<file path="config.mk">
export PLATFORM = sky130hd
export DESIGN_NAME = reg_pipe_elastic_flat
export DESIGN_NICKNAME = d
export VERILOG_FILES = /design/src/rtl/reg_pipe_elastic_if.sv /design/src/rtl/reg_pipe_elastic.sv /design/src/flat_wrapper.sv
export SDC_FILE = /design/constraint.sdc
export NUM_CORES = 1
export LEC_CHECK = 0
export CORE_AREA = 8 8 45 47
export DETAILED_ROUTE_END_ITERATION = 7
export DIE_AREA = 0 0 53 55
export SLEW_MARGIN = 20
export SYNTH_ARGS = -nofsm -noshare
export SYNTH_HDL_FRONTEND = slang
export SYNTH_SLANG_ARGS = --single-unit
</file>
<file path="constraint.sdc">
create_clock -name CLK -period 0.84 [get_ports CLK]
set_input_delay 0.084 -clock CLK [delete_from_list [all_inputs] [get_ports CLK]]
set_output_delay 0.084 -clock CLK [all_outputs]
set_load 0.005 [all_outputs]
</file>
<file path="src/rtl/reg_pipe_elastic_if.sv">
// rtl/reg_pipe_elastic_if.sv - enq/deq handshake bundle for reg_pipe_elastic (COUNT present with REG_PIPE_COUNT_EN)
interface reg_pipe_elastic_if #(
    parameter int width = 1
`ifdef REG_PIPE_COUNT_EN
    ,
    parameter int cwidth = 2
`endif
);
    logic [width-1:0]  D_IN;
    logic              ENQ;
    logic              RDY_ENQ;
    logic [width-1:0]  Q_OUT;
    logic              VALID_OUT;
    logic              DEQ;
`ifdef REG_PIPE_COUNT_EN
    logic [cwidth-1:0] COUNT;
`endif

    // Producer/consumer side
    modport master (
        output D_IN,
        output ENQ,
        output DEQ,
        input  RDY_ENQ,
        input  Q_OUT,
        input  VALID_OUT
`ifdef REG_PIPE_COUNT_EN
        ,
        input  COUNT
`endif
    );

    // Pipeline side
    modport slave (
        input  D_IN,
        input  ENQ,
        input  DEQ,
        output RDY_ENQ,
        output Q_OUT,
        output VALID_OUT
`ifdef REG_PIPE_COUNT_EN
        ,
        output COUNT
`endif
    );
endinterface

</file>
<file path="src/rtl/reg_pipe_elastic.sv">
// rtl/reg_pipe_elastic.sv - elastic bubble-collapsing register pipeline; REG_PIPE_COUNT_EN adds COUNT, BSV_NO_ASSERT silences protocol warnings
module reg_pipe_elastic #(
    parameter int               width  = 1,
    parameter int               depth  = 2,
    parameter logic [width-1:0] init   = '0,
    parameter int               cwidth = 2
) (
    input  logic              CLK,
    input  logic              RST,
    reg_pipe_elastic_if.slave pipe
);

    // The occupancy count must be able to represent a completely full pipe.
    if ((2 ** cwidth) <= depth) begin : g_cwidth_check
        $error("reg_pipe_elastic: cwidth too small for depth");
    end

    // Data stages carry a power-on value only; reset never touches them.
    logic [depth-1:0][width-1:0] data_q = {depth{init}};

    logic [depth-1:0] valid_q;
    logic [depth-1:0] valid_d;
    logic [depth-1:0] adv;
    logic [depth-1:0] load;
    logic             rdy;
    logic             enq_fire;

    // Advance chain: the output stage drains on DEQ, every other stage moves
    // when the stage ahead is empty or is itself moving this cycle.
    always_comb begin
        adv            = '0;
        adv[depth-1]   = valid_q[depth-1] & pipe.DEQ;
        for (int i = depth - 2; i >= 0; i--) begin
            adv[i] = valid_q[i] & (~valid_q[i+1] | adv[i+1]);
        end
    end

    // Stage 0 can take an item when empty or when its occupant moves on.
    assign rdy      = ~RST & (~valid_q[0] | adv[0]);
    assign enq_fire = pipe.ENQ & rdy;

    // Next valid bits and per-stage load strobes.
    always_comb begin
        valid_d = valid_q;
        load    = '0;
        if (enq_fire) begin
            valid_d[0] = 1'b1;
            load[0]    = 1'b1;
        end else if (adv[0]) begin
            valid_d[0] = 1'b0;
        end
        for (int i = 1; i < depth; i++) begin
            if (adv[i-1]) begin
                valid_d[i] = 1'b1;
                load[i]    = 1'b1;
            end else if (adv[i]) begin
                valid_d[i] = 1'b0;
            end
        end
    end

    // Valid bits are the only reset state; reset drops everything in flight.
    always_ff @(posedge CLK) begin
        if (RST) begin
            valid_q <= '0;
        end else begin
            valid_q <= valid_d;
        end
    end

    // Data stages load only when written; they hold through reset.
    always_ff @(posedge CLK) begin
        if (!RST) begin
            if (load[0]) begin
                data_q[0] <= pipe.D_IN;
            end
            for (int i = 1; i < depth; i++) begin
                if (load[i]) begin
                    data_q[i] <= data_q[i-1];
                end
            end
        end
    end

    assign pipe.RDY_ENQ   = rdy;
    assign pipe.Q_OUT     = data_q[depth-1];
    assign pipe.VALID_OUT = valid_q[depth-1];

`ifdef REG_PIPE_COUNT_EN
    logic [cwidth-1:0] count_q;
    logic [cwidth-1:0] count_d;

    // Occupancy moves by one on a lone enqueue or a lone dequeue.
    always_comb begin
        count_d = count_q;
        if (enq_fire && !adv[depth-1]) begin
            count_d = count_q + 1'b1;
        end else if (!enq_fire && adv[depth-1]) begin
            count_d = count_q - 1'b1;
        end
    end

    // Occupancy register, cleared together with the valid bits.
    always_ff @(posedge CLK) begin
        if (RST) begin
            count_q <= '0;
        end else begin
            count_q <= count_d;
        end
    end

    assign pipe.COUNT = count_q;
`endif

`ifndef BSV_NO_ASSERT
`ifndef SYNTHESIS
    // Report handshake misuse; the offending request is simply ignored.
    always_ff @(posedge CLK) begin
        if (!RST && pipe.ENQ && !rdy) begin
            $warning("reg_pipe_elastic: ENQ while not ready ignored");
        end
        if (!RST && pipe.DEQ && !valid_q[depth-1]) begin
            $warning("reg_pipe_elastic: DEQ while empty ignored");
        end
    end
`endif
`endif

endmodule

</file>
<file path="src/flat_wrapper.sv">
// flat-port wrapper written by rule: the top's interface ports become plain ports
module reg_pipe_elastic_flat 
#(
    parameter int               width  = 1,
    parameter int               depth  = 2,
    parameter logic [width-1:0] init   = '0,
    parameter int               cwidth = 2
)
  (CLK, RST, pipe_D_IN, pipe_ENQ, pipe_DEQ, pipe_RDY_ENQ, pipe_Q_OUT, pipe_VALID_OUT);
  reg_pipe_elastic_if #(.width(width)) pipe_i ();
  input  logic CLK;
  input  logic RST;
  input wire logic [$bits(pipe_i.D_IN)-1:0] pipe_D_IN;
  input wire logic [$bits(pipe_i.ENQ)-1:0] pipe_ENQ;
  input wire logic [$bits(pipe_i.DEQ)-1:0] pipe_DEQ;
  output wire logic [$bits(pipe_i.RDY_ENQ)-1:0] pipe_RDY_ENQ;
  output wire logic [$bits(pipe_i.Q_OUT)-1:0] pipe_Q_OUT;
  output wire logic [$bits(pipe_i.VALID_OUT)-1:0] pipe_VALID_OUT;
  assign pipe_i.D_IN = pipe_D_IN;
  assign pipe_i.ENQ = pipe_ENQ;
  assign pipe_i.DEQ = pipe_DEQ;
  assign pipe_RDY_ENQ = pipe_i.RDY_ENQ;
  assign pipe_Q_OUT = pipe_i.Q_OUT;
  assign pipe_VALID_OUT = pipe_i.VALID_OUT;
  reg_pipe_elastic #(.width(width), .depth(depth), .init(init), .cwidth(cwidth)) u_core (.CLK(CLK), .RST(RST), .pipe(pipe_i));
endmodule
</file>
==> flow_metrics.tcl, run 1 <==
set metrics [dict create \
    clockRootBuffer "clkbuf_4" \
    slowest_delay_ns 0.31 \
    timing.critical_path.from_type "register" \
    vias 161 \
    die_x_um 53 \
    drv_cap 0 \
    synthXorXnorAreaFrac_pct 0 \
    cts_made_buffers 3 \
    grt_first_pass_wirelength_um 696 \
    io_buffers 7 \
    relSlewSlack_pct 91.2 \
    rrSetupSlack_ns -0.17 \
    worst_slew_pin_slew_ns 0.132 \
    fillCellCount 150 \
    critPathRequiredTime_ns 0.77 \
    holdWs_ns 0.415 \
    clock_skew_ns 0.000231 \
    timing.rr.start "u_core.valid_q[1]" \
    grt-ovfl-total 0 \
    ys_types 9 \
    firstDrtPassIters 1 \
    drive_gt1_share_pct 62.1 \
    cts_tree "built" \
    reg2regPathDepth 3 \
    synth_compound_area_share_pct 12.3 \
    cts.sinks 4 \
    r2r-end "u_core.pipe.Q_OUT" \
    finalCriticalPeriod_ns 1.01 \
    ys_warn_count 0 \
    hold_buffers 0 \
    grtUsageTotal_pct 3.67 \
    path_class "register to register" \
    violations "negative setup slack" \
    synth_top_family_by_area "simple AND/OR/NAND/NOR gates" \
    num_antenna_cells 0 \
    via_per_inst 3.58 \
    wl_um 454 \
    cts_htree_levels 1 \
    wire_per_inst_um 10.1 \
    synth_top_area_share_pct 36.9 \
    hp-class "register to register" \
    place_congestion 0.564 \
    period_share_pct 120 \
    crit_chain "nor2b_4, buf_6, nor3b_2" \
    clkLatencyLatePin_ns 0.23 \
    final-seq-area_sq_um 101 \
    status "finished, violations left" \
    rows 14 \
    multiInputGateArea_sq_um 75.1 \
    io_pins 8 \
    grt_max_degree 5 \
    grt_antenna_before_repair 0 \
    place_area_sq_um 293 \
    die_y_um 55 \
    ant_nets 0 \
    worst_setup_path_end_kind "register" \
    clock_path_buffers 2 \
    clock.fmax_mhz 995 \
    grt_setup_unrepaired "true" \
    hold_viol_final 0 \
    p_leak_uw 0.000150 \
    hold_depth 0 \
    synth_top_area_cell "edfxtp_1" \
    start_util_pct 11.8 \
    synthTopCellsByArea "edfxtp_1 37%, dfxtp_1 25%, nor2b_4 8.5%, nand4bb_1 6.9%, a21oi_1 6.2%" \
    die-area_sq_um 2920 \
    arrival_ns 0.94 \
    yosysSeqAreaShare_pct 61.5 \
    synthesis.nets 17 \
    synth.avg_cell_area_sq_um 13.6 \
    timing.final.ws_setup_ns -0.165 \
    hp-start "u_core.data_q[0]" \
    core_area_sq_um 1380 \
    synth_mux_area_share_pct 0 \
    final_area_sq_um 344 \
    netlist_area_sq_um 163 \
    path_max_fanout 3 \
    area_delta_synth_final_pct 112 \
    finalSetupViolCount 6 \
    drv_slew 0 \
    worstHoldEndpoint "u_core.pipe.Q_OUT" \
    synthAdderAreaFrac_pct 0 \
    fin_nets 36 \
    drt_iter0_markers 0 \
    crit_slowest_cell "dfxtp_2" \
    grt_pass1_vias 197 \
    synthCells 12 \
    route.detailed.drc 0 \
    powerDensity_nw_per_um2 1580 \
    peakVddDrop_v 0.00102 \
    synthSimpleGateAreaFrac_pct 26.2 \
    clkTransAtPathRegs_ns 0.04 \
    ys_ff_latch 4 \
]
## flip-flops by register name (all words and copies together) (netlist names)
register and count:
u_core.pipe.Q_OUT 1, u_core.data_q 1, u_core.valid_q 2
## kinds of logic after synthesis
family             after synthesis
and+or+nand+nor                  5
DFF                              4
AOI/OAI and AO/OA                3
## synth_stat cells
cell type and count:
a21oi_1 2, dfxtp_1 2, edfxtp_1 2, nand2_1 1, nand2b_1 1, nand4bb_1 1
nor2b_4 1, nor3b_1 1, o21ba_1 1
## worst max-delay path, delay by kind of cell (launching register included)
| family | cells | cell delay, ns |
|---|---|---|
| DFF | 1 | 0.31 |
| and+or+nand+nor | 2 | 0.28 |
| buffers and inverters | 1 | 0.12 |
## where the power goes
group	switching (uW)	total, uW	internal, uW
combinational	28.5	89.2	60.7
sequential	4.18	220	216
clock	72.9	232	159
## final cells by class
cell class                 count  share of cell area, %
clock buffer                   3                   6.55
multi-input combinational      8                   21.8
sequential                     4                   29.5
tap                           16                   5.82
timing repair buffer          14                   36.4
## routing by layer
metal | part of all wire [%] | vias up | GRT usage [%] | wire [um]
li1 | - | 79 | - | -
met1 | 46 | 73 | 2.90 | 208
met2 | 45 | 9 | 5.86 | 205
met3 | 9.0 | 0 | 4.01 | 41
met4 | 0 | 0 | 1.29 | 0
met5 | 0 | - | 0 | 0
## layout by cell type (no fill, tap or decap), drive strengths merged
cell / instances
edfxtp: 2
a21oi: 2
nor3b: 1
nand4bb: 1
nor2b: 1
clkbuf: 3
clkdlybuf4s50: 4
nand2: 1
nand2b: 1
o21ba: 1
buf: 10
dfxtp: 2
## worst max-delay path by stage
| stage | from | to | depth (start not counted) |
|---|---|---|---|
| after floorplan | u_core.valid_q[1] | u_core.pipe.Q_OUT | 2 |
| after global placement | pipe_DEQ | pipe_RDY_ENQ | 4 |
| after detailed placement | pipe_DEQ | pipe_RDY_ENQ | 4 |
| after CTS | u_core.valid_q[1] | u_core.pipe.Q_OUT | 3 |
| after global routing | u_core.valid_q[1] | u_core.pipe.Q_OUT | 3 |
| final | u_core.valid_q[1] | u_core.pipe.Q_OUT | 3 |
## through the flow
step | utilization (%) | total power (uW) | setup slack (ns) | TNS, ns | cells
2_1_floorplan | - | 245 | -0.0474 | -0.0479 | 12
3_3_place_gp | 21.2 | 296 | -0.568 | -1.92 | 39
3_5_place_dp | 21.2 | 298 | -0.566 | -1.97 | 39
4_1_cts | 24.9 | 556 | -0.183 | -0.708 | 45
5_1_grt | 24.9 | 588 | -0.194 | -0.883 | 45
6_report | 24.9 | 542 | -0.165 | -0.689 | 45
## repair_timing
item | CTS | global route
pin swaps | 3 | 1
setup endpoints to repair | 5 | 6
resized for setup | 17 | 1
buffers inserted | 3 | 1
Note: power is estimated with default switching activity, not from simulation.
==> run 2: changes to the inputs <==
- PLACE_DENSITY_LB_ADDON: default -> 0.08
- clock period: 0.84 -> 1.2 ns (I/O delays scaled with it)
==> run 2 against run 1 <==
Compared with the run above:
- the flow now finishes without violations
- clock power is 18% lower
- via count shrank 9.9%
- hold slack lost 0.043 ns
- critical path depth unchanged
- register-to-register slack improved by 0.31 ns
- flip-flop and latch count unchanged
- highest routed layer unchanged
==> flow_metrics.tcl, run 2 (same netlist as run 1, synthesis figures left out) <==
set metrics [dict create \
    clkLatencyLatePin_ns 0.24 \
    die_x_um 53 \
    critPathRequiredTime_ns 1.08 \
    combPwrFrac_pct 12.3 \
    crit_slowest_cell "dfxtp_1" \
    layout_common_cells "5 x buf_4, 3 x clkbuf_4, 3 x clkdlybuf4s50_1" \
    crit_chain "nor2b_4, a21oi_1, clkdlybuf4s15_1" \
    reg2regPathDepth 3 \
    io_pins 8 \
    final_common_cell "buf_4" \
    drt_iter0_markers 0 \
    grt_first_pass_wirelength_um 752 \
    rows 14 \
    period_share_pct 93.8 \
    drv_slew 0 \
    grt_pass1_vias 175 \
    clock_path_buffers 2 \
    p_leak_uw 0.000147 \
    route.detailed.drc 0 \
    p_int_uw 309 \
    fin_nets 34 \
    powerDensity_nw_per_um2 1240 \
    clock.fmax_mhz 888 \
    worst_slew_pin_slew_ns 0.203 \
    grt_max_degree 5 \
    vias 145 \
    cp_top_family "flip-flops" \
    drv_cap 0 \
    drive_gt1_share_pct 32.1 \
    path_buf_inv 1 \
    cts_made_buffers 3 \
    io_buffers 7 \
    timing.critical_path.from_type "register" \
    top_register "u_core.valid_q" \
    preCtsSetupSlack_ns -0.284 \
    die-area_sq_um 2920 \
    seqPwrFrac_pct 39.1 \
    ant_nets 0 \
    switchingPower_uw 82.6 \
    timing.final.ws_setup_ns 0.0744 \
    worst_setup_path_end_kind "primary output" \
    cp_num_cells 3 \
    clockRootBuffer "clkbuf_4" \
    finalCriticalPeriod_ns 1.13 \
    grt_setup_unrepaired "false" \
    r2r-end "u_core.pipe.Q_OUT" \
    slowest_delay_ns 0.30 \
    peakVddDrop_v 0.000330 \
    arrival_ns 1.01 \
    firstDrtPassIters 1 \
    area_delta_synth_final_pct 94.6 \
    cts_tree "built" \
    via_per_inst 3.30 \
    num_antenna_cells 0 \
    cp-endpoint "pipe_RDY_ENQ" \
    largest_reg_flops 2 \
    hold_viol_final 0 \
    hold_buffers 0 \
    cp-startpoint "u_core.valid_q[1]" \
    core_area_sq_um 1380 \
    clkPwrFrac_pct 48.5 \
    relSlewSlack_pct 86.4 \
    die_y_um 55 \
    path_max_fanout 2 \
    grt-ovfl-total 0 \
    setup-tns-final_ns 0 \
    rrSetupSlack_ns 0.14 \
    wl_um 444 \
    holdWs_ns 0.373 \
    finalSetupViolCount 0 \
    clock_skew_ns 0.00802 \
    path_class "register to primary output" \
    start_util_pct 11.8 \
    place_congestion 0.652 \
    grt_antenna_before_repair 0 \
    p_sw_share_pct 21.1 \
    hp-class "input port to register" \
    hold_depth 3 \
    timing.rr.start "u_core.valid_q[1]" \
    fillCellCount 145 \
    status "completed" \
    wire_per_inst_um 10.1 \
    cts.sinks 4 \
    grtUsageTotal_pct 4.10 \
    clkTransAtPathRegs_ns 0.04 \
    cts_htree_levels 1 \
]
-- run 2: cell types whose count changed in the layout (fill, tap and decap cells not counted), moves of 2 or more --
cell / previous run / this run
a21oi_1: 0 / 2
buf_6: 4 / 0
dlygate4sd2_1: 0 / 2
a21oi_2: 2 / 0
buf_2: 2 / 0
-- run 2: power by group through the flow --
stage / Sequential (uW) / Clock [uW] / Combinational [uW]
3_3_place_gp: 156 / 0 / 53.1
3_5_place_dp: 156 / 0 / 52.7
4_1_cts: 154 / 202 / 49.2
2_1_floorplan: 157 / 0 / 12.1
6_report: 153 / 190 / 48.4
5_1_grt: 154 / 212 / 54.0
-- run 2: worst min-delay path by stage --
stage	end	slack, ns	start
floorplan	u_core.data_q[0]	0.22	pipe_D_IN
global placement	u_core.pipe.Q_OUT	0.44	u_core.data_q[0]
detailed placement	u_core.pipe.Q_OUT	0.43	u_core.data_q[0]
CTS	u_core.valid_q[0]	0.38	pipe_DEQ
global route	u_core.valid_q[0]	0.39	pipe_DEQ
finish	u_core.valid_q[0]	0.37	pipe_DEQ
-- run 2: routing by layer --
layer | part of all wire [%] | up-vias | track usage [%]
li1 | - | 75 | -
met1 | 38 | 61 | 3.35
met2 | 38 | 9 | 5.27
met3 | 24 | 0 | 6.15
met4 | 0 | 0 | 1.29
met5 | 0 | - | 0
-- run 2: per-stage QoR --
step / cell area (sq um) / cells / util, % / total power, uW
4_1_cts: 313 / 44 / 22.6 / 404
6_report: 317 / 44 / 22.9 / 392
3_3_place_gp: 290 / 40 / 21.0 / 209
3_5_place_dp: 290 / 40 / 21.0 / 209
5_1_grt: 317 / 44 / 22.9 / 420
2_1_floorplan: 163 / 12 / - / 169
-- run 2: area by class of cell --
cell class / instances / area (sq um) / area share (%)
Timing Repair Buffer: 12 / 108 / 34.0
Sequential cell: 4 / 100 / 31.6
Multi-Input combinational cell: 8 / 62.6 / 19.8
Clock buffer: 4 / 26.3 / 8.30
Tap cell: 16 / 20.0 / 6.32
-- run 2: timing repair --
| action | in CTS | in global routing |
|---|---|---|
| buffers inserted | 0 | 0 |
| resized for setup | 3 | 2 |
| setup endpoints to repair | 2 | 2 |
-- run 2: tightest hold or removal path: cells and delay by family --
| family | cells | cell delay, ns |
|---|---|---|
| buf+inv | 1 | 0.25 |
| simple gates | 2 | 0.19 |
